File: src/rtl/row_packer_wr.sv
// Output-side row writer: packs 8-bit result pixels into 64-bit words and writes them
// to BRAM port A, one word-aligned, zero-padded group of words per row.
module row_packer_wr #(
  parameter int ADDR_W    = 8,
  parameter int ROW_PIX   = 30,
  parameter int NUM_ROWS  = 30,
  parameter int BASE_ADDR = 0
) (
  input  logic              clk,
  input  logic              reset_n,
  input  logic              start,
  input  logic [7:0]        pix_data,
  input  logic              pix_valid,
  output logic              pix_ready,
  output logic              ena,
  output logic              wea,
  output logic [ADDR_W-1:0] addra,
  output logic [63:0]       dina,
  output logic              one_row_complete,
  output logic              done
);

  typedef enum logic [1:0] {
    IDLE = 2'd0,
    PACK = 2'd1,
    DONE = 2'd2
  } state_t;

  state_t              state_r;
  state_t              state_nx_s;
  logic [2:0]          byte_cnt_r;
  logic [7:0]          col_cnt_r;
  logic [7:0]          row_cnt_r;
  logic [63:0]         buf_r;
  logic [ADDR_W-1:0]   waddr_r;
  logic                ena_r;
  logic [ADDR_W-1:0]   addra_r;
  logic [63:0]         dina_r;
  logic                orc_r;
  logic                done_r;

  logic                accept_s;
  logic                last_col_s;
  logic                last_row_s;
  logic                trigger_s;
  logic                restart_s;
  logic [63:0]         word_s;

  // Accept/trigger decode and the word as it looks with the incoming byte merged in
  always_comb begin
    accept_s   = pix_valid & (state_r == PACK);
    last_col_s = (col_cnt_r == 8'(ROW_PIX - 1));
    last_row_s = (row_cnt_r == 8'(NUM_ROWS - 1));
    trigger_s  = accept_s & ((byte_cnt_r == 3'd7) | last_col_s);
    restart_s  = start & (state_r != PACK);
    word_s     = buf_r;
    word_s[{byte_cnt_r, 3'b000} +: 8] = pix_data;
  end

  // Next-state logic; start is only honoured outside PACK
  always_comb begin
    state_nx_s = state_r;
    case (state_r)
      IDLE: begin
        if (start) state_nx_s = PACK;
        else       state_nx_s = IDLE;
      end
      PACK: begin
        if (trigger_s & last_col_s & last_row_s) state_nx_s = DONE;
        else                                     state_nx_s = PACK;
      end
      DONE: begin
        if (start) state_nx_s = PACK;
        else       state_nx_s = DONE;
      end
      default: state_nx_s = IDLE;
    endcase
  end

  // State, counters, shift buffer and registered BRAM strobes
  always_ff @(posedge clk) begin
    if (!reset_n) begin
      state_r    <= IDLE;
      byte_cnt_r <= 3'd0;
      col_cnt_r  <= 8'd0;
      row_cnt_r  <= 8'd0;
      buf_r      <= 64'd0;
      waddr_r    <= ADDR_W'(BASE_ADDR);
      ena_r      <= 1'b0;
      addra_r    <= ADDR_W'(BASE_ADDR);
      dina_r     <= 64'd0;
      orc_r      <= 1'b0;
      done_r     <= 1'b0;
    end else begin
      state_r <= state_nx_s;
      ena_r   <= trigger_s;
      orc_r   <= trigger_s & last_col_s;
      done_r  <= (state_r == DONE) & ~start;
      if (restart_s) begin
        byte_cnt_r <= 3'd0;
        col_cnt_r  <= 8'd0;
        row_cnt_r  <= 8'd0;
        buf_r      <= 64'd0;
        waddr_r    <= ADDR_W'(BASE_ADDR);
      end else if (accept_s) begin
        // A row-end byte closes the word early; the untouched upper lanes are still zero
        if (trigger_s) begin
          dina_r     <= word_s;
          addra_r    <= waddr_r;
          waddr_r    <= waddr_r + ADDR_W'(1);
          byte_cnt_r <= 3'd0;
          buf_r      <= 64'd0;
        end else begin
          buf_r      <= word_s;
          byte_cnt_r <= byte_cnt_r + 3'd1;
        end
        if (last_col_s) begin
          col_cnt_r <= 8'd0;
          row_cnt_r <= row_cnt_r + 8'd1;
        end else begin
          col_cnt_r <= col_cnt_r + 8'd1;
        end
      end
    end
  end

  assign pix_ready        = (state_r == PACK);
  assign ena              = ena_r;
  assign wea              = ena_r;
  assign addra            = addra_r;
  assign dina             = dina_r;
  assign one_row_complete = orc_r;
  assign done             = done_r;

endmodule

File: config.mk
export PLATFORM = sky130hd
export DESIGN_NAME = row_packer_wr
export DESIGN_NICKNAME = d
export VERILOG_FILES = /design/src/rtl/row_packer_wr.sv
export SDC_FILE = /design/constraint.sdc
export NUM_CORES = 1
export LEC_CHECK = 0
export BUFFER_PORTS_ARGS = -buffer_cell sky130_fd_sc_hd__buf_2
export CAP_MARGIN = 20
export CORE_MARGIN = 2
export CORE_UTILIZATION = 60
export CTS_BUF_LIST = sky130_fd_sc_hd__clkbuf_8
export CTS_CLUSTER_DIAMETER = 200
export DETAILED_ROUTE_END_ITERATION = 12
export PLACE_DENSITY = 0.82
export SKIP_LAST_GASP = 1
export SLEW_MARGIN = 40
export SYNTH_ARGS = -nofsm -noshare
export SYNTH_HDL_FRONTEND = slang
export SYNTH_SLANG_ARGS = --single-unit
File: constraint.sdc
create_clock -name clk -period 3.5 [get_ports clk]
set_clock_uncertainty 0.1 [all_clocks]
set_input_delay 0.7 -clock clk [delete_from_list [all_inputs] [get_ports clk]]
set_output_delay 0.7 -clock clk [all_outputs]
set_load 0.03 [all_outputs]
Yosys cells after proc, flatten, opt, wreduce, memory -nomap -nowiden --
Index checks and enable logic that the tools add are counted.
Operators by class: $add $sub $neg 5, divide/modulo/power cells 0, order comparisons 0, shift-type cells 2, bitwise gates (word level) 10, eq/ne operators 6, muxes and demuxes 8, reductions and logical operators 5, multipliers 0
Operators with widths (number):
- $bwmux 64 | 1
- $mux 64 | 1
- $shift 8x8->64 const A | 1
- $shiftx 8x8->64 | 1
- $add 8x1->8 const B | 3
- $eq 8x5->1 const B | 2
- $mux 8 | 1
- $neg 6->8 | 1
- $and 1x1->1 | 6
- $pmux 2 s3 | 1
- $mux 2 | 2
- $reduce_and 2->1 | 2
- $add 3x1->3 const B | 1
- $eq 3x3->1 const B | 1
- $mux 3 | 1
- $not 1->1 | 3
- $reduce_and 3->1 | 1
- $eq 2x1->1 const B | 1
- $eq 2x2->1 const B | 1
- $logic_not 2->1 | 1
- $ne 2x1->1 const B | 1
- $reduce_or 2->1 | 1
- $mux 1 | 1
- $or 1x1->1 | 1
Word-level totals: input bits 12, memory bits (writable) 0, logic and storage cells 47, bits in read-only memories 0, register bits 168, memories 0, bits in latches 0

Longest topological paths before layout --
Gate-level depths: netlist (run 1).
depth after elaboration 7, mapped depth 11, depth with buffers taken out 7

Worst setup path before layout (run 1) --
OpenSTA, ideal clock, no wires.
path kind register to register, start register byte_cnt_r[0], end register dina_r[22] (netlist: dina[22]), arrival time 2.867 ns, required time 3.314 ns, period minus slack after synthesis 3.052 ns, path slack 0.448 ns, cell stages (with the launch flop) 12, cells stage by stage dfxtp_1 > clkbuf_1 > clkbuf_1 > inv_1 > ha_1 > ha_1 > clkbuf_1 > nand2b_1 > nor3_2 > clkbuf_1 > a22oi_1 > a211oi_1
Between the ends: longest elaborated chain between the ends 4
Ends and longest elaborated chain:
- start, declared | line 31 | logic [2:0] byte_cnt_r;
- start signal, assigned | line 115 | byte_cnt_r <= byte_cnt_r + 3'd1;
- branches (longest 4 deep; another with $neg 6->8)
- end signal, assigned | line 108 | dina_r <= word_s;
- end, declared | line 38 | logic [63:0] dina_r;
Several ways; the timed one is not identified. A chain may end at the register's enable or synchronous reset.

Final worst setup path (run 1) --
start register byte_cnt_r[0], end register buf_r[34]
Between the ends: longest elaborated chain between the ends 4
Ends and longest elaborated chain:
- $neg 6->8 / $eq 3x3->1 (equally long branches) | line 57, 54
- $shiftx 8x8->64 (tied with other cells) | line 57 | word_s[{byte_cnt_r, 3'b000} +: 8] = pix_data;
- $bwmux 64 / $and 1x1->1 (equally long branches) | line 57, 54
- $mux 64 * | line 107 | if (trigger_s) begin
- end signal, assigned | line 114 | buf_r <= word_s;
- end, declared | line 34 | logic [63:0] buf_r;
Mark *: on every way between the ends. The rest lies on a longest branch, timed or not.

==> flow_summary.json, run 1 <==
{
  "crit_type": "reg -> reg",
  "drive_gt1_frac": 0.176,
  "cts_root_buffer": "clkbuf_8",
  "grt.met1_usage": 0.377,
  "ys_warn_count": 0,
  "internal_power_w": 0.00270,
  "die_y_um": 115,
  "p_seq_frac": 0.533,
  "synth-simple-area-share": 0.176,
  "antenna_found_initial": 0,
  "max-vdd-ir-drop_uv": 286,
  "drt_iter0_markers": 648,
  "synth_common_cells": "dfxtp_1, a21oi_1, nand2_1",
  "finalNetCount": 911,
  "cts_made_buffers": 17,
  "place_area_mm2": 0.00784,
  "seqCellArea_mm2": 0.00336,
  "synthArstFlopShare": 0,
  "grt_util_met2": 0.469,
  "grt-busiest-layer": "met2",
  "grt_use_met3": 0.0545,
  "routedWlPerCell_um": 18.0,
  "synth_compound_area_frac": 0.263,
  "holdBufCountCts": 0,
  "grt_usage": 0.286,
  "critPathLaunch": "byte_cnt_r[0]",
  "ant_nets": 0,
  "p_total_w": 0.00361,
  "grt_max_degree": 76,
  "p_clk_frac": 0.415,
  "r2r_cells": 8,
  "clkTransAtPathRegs_ns": 0.09,
  "cp.arrival_ns": 3.24,
  "vias": 6844,
  "setup_viol": 0,
  "min_period_ns": 3.02,
  "report.final.slew_viol_count": 0,
  "hold_slack_ns": 0.359,
  "rows": 40,
  "synth_xor_area_frac": 0.0119,
  "start_util": 0.614,
  "synth_top_area_share": 0.458,
  "grt-ovfl-total": 0,
  "crit_end": "buf_r[34]",
  "hold_viol": 0,
  "setup_tns_ns": 0,
  "required_ns": 3.72,
  "final_cell_area_mm2": 0.00827,
  "rsz0062_at_grt": "no",
  "h-tree-depth": 4,
  "hp-class": "reg -> reg",
  "grt_pass1_wl_um": 30500,
  "cts_setup_buffers": 0,
  "p_switching_w": 0.000905,
  "yosys.area_share.adder": 0.0204,
  "dieArea_mm2": 0.0131,
  "synth_cells": 845,
  "cts_resized": 0,
  "io_buffer_count": 88,
  "fillers": 960,
  "synth.net_count": 869,
  "clock_latency_ns": 0.45,
  "setup_ws_ns": 0.479,
  "cts.sinks": 168,
  "leakage_nw": 2.83,
  "maxCapViolCount": 0,
  "cp.depth": 8,
  "cts_max_path_buffers": 2,
  "netSwitchingFraction": 0.251,
  "synth_cell_type_count": 56,
  "drc_errors": 0,
  "synthMuxAreaShare": 0.0218,
  "post-route-period-util": 0.863,
  "area_growth_pct": 12.5,
  "chipWidth_um": 115,
  "drtPass1Iterations": 5,
  "cp_common_cell": "ha_1",
  "hpwl_um": 12500,
  "synth_top_family_by_area": "compound AO/OA/AOI/OAI gates",
  "power_density_mw_per_mm2": 436,
  "yosys_most_used_dff": "dfxtp_1",
  "critPathBufInv": 2,
  "critPathMaxStageDelay_ns": 0.68,
  "netlist_area_mm2": 0.00735,
  "synthTopCellsByArea": "dfxtp_1, a21oi_1, a211oi_1",
  "ys_seq_area_frac": 0.458,
  "place_ws_ns": 0.278,
  "grt_pass1_vias": 6271,
  "tightestPinTransition_ns": 0.811,
  "cp-start-kind": "register",
  "antennaDiodeCount": 0,
  "multiInputGateArea_mm2": 0.00367,
  "coreArea_mm2": 0.0120,
  "cp_slowest_cell": "ha_1",
  "critPathTopFamily": "adder cells",
  "synth_top_area_cell": "dfxtp_1",
  "viasPerCell": 6.54,
  "outcome": "finished clean",
  "synthMostInstantiatedCell": "dfxtp_1",
  "r2r_start": "byte_cnt_r[0]",
  "synth-edff-count": 0,
  "synth.ff_latch_count": 168,
  "wirelength_um": 18800,
  "io_pins": 89,
  "pwr-share-comb": 0.053,
  "r2r_slack_ns": 0.48,
  "path_max_fanout": 20,
  "tritoncts": "built",
  "gp_congestion": 0.827,
  "syn_avg_cell_area_um2": 8.70,
  "fmax_mhz": 331,
  "critical_path.cell_chain": "inv_1 -> ha_1 -> ha_1 -> nand2b_1 -> nor4_2 -> buf_4 -> o21a_1 -> o22ai_1",
  "worstReg2RegEnd": "buf_r[34]",
  "end_kind": "register",
  "relSlewSlack": 0.459
}
[cell type report]
type	instances	area share
sequential	168	0.407
multi-input combinational	584	0.444
clock inverter	14	0.0222
inverter	11	0.00499
tap	147	0.0222
clock buffer	18	0.0300
timing repair buffer	105	0.0702
[flip-flops by register name, summed over array words and instances, names as in the netlist, 2 cells and up]
signal	flops
addra	8
buf_r	64
byte_cnt_r	3
col_cnt_r	8
dina	64
row_cnt_r	8
state_r	2
waddr_r	8
[worst min-delay path by stage]
stage                     startpoint   endpoint  slack [ns]  depth (start not counted)
final                      buf_r[51]  buf_r[51]        0.36                          2
after global placement     buf_r[62]  buf_r[62]        0.34                          2
after floorplan            buf_r[48]  buf_r[48]        0.33                          2
after CTS                  buf_r[51]  buf_r[51]        0.36                          2
after global routing       buf_r[51]  buf_r[51]        0.38                          2
after detailed placement   buf_r[51]  buf_r[51]        0.35                          2
[power by group through the flow]
stage	Combinational [W]	Sequential (W)	Clock [W]
detailed placement	0.000185	0.00197	0
CTS	0.000185	0.00192	0.00150
finish	0.000191	0.00192	0.00150
global route	0.000201	0.00192	0.00158
global placement	0.000178	0.00196	0
floorplan	0.000132	0.00196	0
[placed cells by master, fill, tap and decap left out, types with 6 or more instances in the layout]
master / count
clkbuf_8: 18
or3_1: 6
buf_4: 16
inv_1: 10
nor3_1: 20
xor2_1: 7
a311oi_1: 8
a21oi_1: 107
ha_1: 12
nor4b_1: 10
nand3_1: 22
or4_1: 6
dfxtp_1: 167
mux2i_1: 16
nor4_1: 14
inv_6: 6
o22ai_1: 16
a21boi_0: 12
o21ai_0: 46
a211oi_1: 46
a22oi_1: 22
nand2_1: 80
a32o_1: 8
nand4_1: 23
buf_2: 88
nor2_1: 29
[per-layer routing]
metal / up-vias / share of wire
met2: 281 / 0.48
met3: 37 / 0.064
li1: 3252 / -
met5: - / 0
met4: 0 / 0.019
met1: 3274 / 0.44
[worst register-to-register path, delay by kind of cell, from the launching register on]
kind                       cells  cell delay, ns
and+or+nand+nor                2            0.46
DFF                            1            0.54
AOI/OAI and AO/OA              2            0.45
buffers and inverters          2            0.41
adders and majority gates      2            0.94
[cells by family after synthesis]
group           after synthesis
buf+inv                      93
mux                          16
xor+xnor                     10
fa+ha+maj                    12
flops                       168
simple gates                244
compound gates              302
[per-stage QoR]
step | utilization | instances
finish | 0.691 | 1047
global route | 0.691 | 1047
CTS | 0.691 | 1047
floorplan | - | 845
detailed placement | 0.655 | 1015
global placement | 0.655 | 1015
Note: power is estimated with default switching activity, not from simulation.
==> run 2, diff against run 1 <==
- CORE_MARGIN: 2 -> 1
- CORE_UTILIZATION: 60 -> 45
- PLACE_DENSITY: 0.82 -> not set
==> run 2 against run 1 <==
Compared with the run above: worst setup slack better by 0.0027 ns; total power is 3.8% lower; cell count is 6.8% higher; worst hold slack worse by 0.0027 ns; first-iteration DRC count is 6.5% higher; clock power is 10% lower; clock-buffer cell count stayed put; global-route usage is 4.3 points lower; die area is 28% higher; core utilization is 17 points lower; sequential power hardly changed; sequential share of layout area is 0.31 points lower; highest routed layer unchanged.
==> flow_summary.json, run 2 (same netlist as run 1, synthesis figures left out) <==
{
  "tightestPinTransition_ns": 0.802,
  "critical_path.cell_chain": "inv_1 -> ha_1 -> ha_1 -> nand2b_1 -> nor2b_1 -> a22oi_1 -> a211oi_1",
  "cp_common_cell": "ha_1",
  "grt-ovfl-total": 0,
  "cts_resized": 0,
  "gp_congestion": 0.832,
  "path_max_fanout": 20,
  "outcome": "finished clean",
  "crit_type": "reg -> reg",
  "cts_made_buffers": 17,
  "setup_ws_ns": 0.482,
  "final_cell_mix": "dfxtp_1, a21oi_1, buf_2",
  "chipWidth_um": 130,
  "rows": 46,
  "cp-start-kind": "register",
  "h-tree-depth": 4,
  "antenna_found_initial": 0,
  "fillers": 1534,
  "die_y_um": 130,
  "fmax_mhz": 331,
  "critPathBufInv": 1,
  "cts_setup_buffers": 0,
  "cp_slowest_cell": "ha_1",
  "clock_latency_ns": 0.47,
  "io_buffer_count": 88,
  "end_kind": "register",
  "cts_root_buffer": "clkbuf_8",
  "ant_nets": 0,
  "hpwl_um": 13100,
  "io_pins": 89,
  "finalNetCount": 914,
  "tritoncts": "built",
  "maxCapViolCount": 0,
  "drt_iter0_markers": 690,
  "min_period_ns": 3.02,
  "max-vdd-ir-drop_uv": 223,
  "leakage_nw": 2.81,
  "hold_slack_ns": 0.356,
  "cp.arrival_ns": 3.29,
  "clkTransAtPathRegs_ns": 0.09,
  "dp_cells": 1087,
  "place_ws_ns": 0.535,
  "multiInputGateArea_mm2": 0.00367,
  "required_ns": 3.77,
  "hp-class": "reg -> reg",
  "critPathMaxStageDelay_ns": 0.70,
  "drive_gt1_frac": 0.176,
  "power_density_mw_per_mm2": 416,
  "report.final.slew_viol_count": 0,
  "dieArea_mm2": 0.0168,
  "area_growth_pct": 13.4,
  "grt_pass1_wl_um": 32000,
  "grt_usage": 0.243,
  "rsz0062_at_grt": "no",
  "hold_viol": 0,
  "drtPass1Iterations": 5,
  "routedWlPerCell_um": 17.8,
  "wirelength_um": 19900,
  "seqCellArea_mm2": 0.00336,
  "grt_pass1_vias": 6065,
  "cts_max_path_buffers": 2,
  "drc_errors": 0,
  "viasPerCell": 5.91,
  "post-route-period-util": 0.862,
  "setup_viol": 0,
  "critPathTopFamily": "adder cells",
  "start_util": 0.463,
  "grt_max_degree": 76,
  "instances_no_fill": 1118,
  "antennaDiodeCount": 0,
  "relSlewSlack": 0.465,
  "setup_tns_ns": 0,
  "vias": 6607,
  "holdBufCountCts": 0,
  "coreArea_mm2": 0.0159,
  "cts.sinks": 168,
  "mostFrequentLayoutCell": "dfxtp_1"
}
## run 2: worst min-delay path, delay by kind of cell, from the launching register on
family / cells / cell delay [ns]
flops: 1 / 0.32
simple gates: 1 / 0.05
compound gates: 1 / 0.05
## run 2: path summary, 6_finish.rpt
check | slack (ns) | end | cells after the start | start
min | 0.36 | buf_r[50] | 2 | buf_r[50]
max | 0.48 | dina[29] | 7 | byte_cnt_r[1]
max reg2reg | 0.48 | dina[29] | 7 | byte_cnt_r[1]
min reg2reg | 0.36 | buf_r[50] | 2 | buf_r[50]
## run 2: per-layer routing
layer	share of wire	GRT usage	vias up
met4	0.013	0.0780	0
met2	0.47	0.381	178
met5	0	0	-
li1	-	-	3251
met1	0.47	0.334	3155
met3	0.049	0.0504	23
## run 2: area by class of cell
cell class / count / share of cell area
clock buffers: 18 / 0.0297
well taps: 216 / 0.0324
multi-input cells: 584 / 0.441
repair buffers: 108 / 0.0724
inverters: 11 / 0.00496
flip-flops and latches: 168 / 0.404
clock inverters: 13 / 0.0158
## run 2: through the flow
stage               total power (W)  utilization  instance area [µm²]
finish                      0.00347        0.524                 8330
detailed placement          0.00216        0.500                 7950
global placement            0.00215        0.500                 7950
floorplan                   0.00209            -                 7350
CTS                         0.00349        0.524                 8330
global route                0.00358        0.524                 8330
## run 2: report_power, final
group	total, W	internal (W)	leakage (nW)	switching (W)
combinational	0.000198	0.0000446	1.27	0.000154
clock	0.00135	0.000643	0.188	0.000708
sequential	0.00192	0.00191	1.35	0.00000404
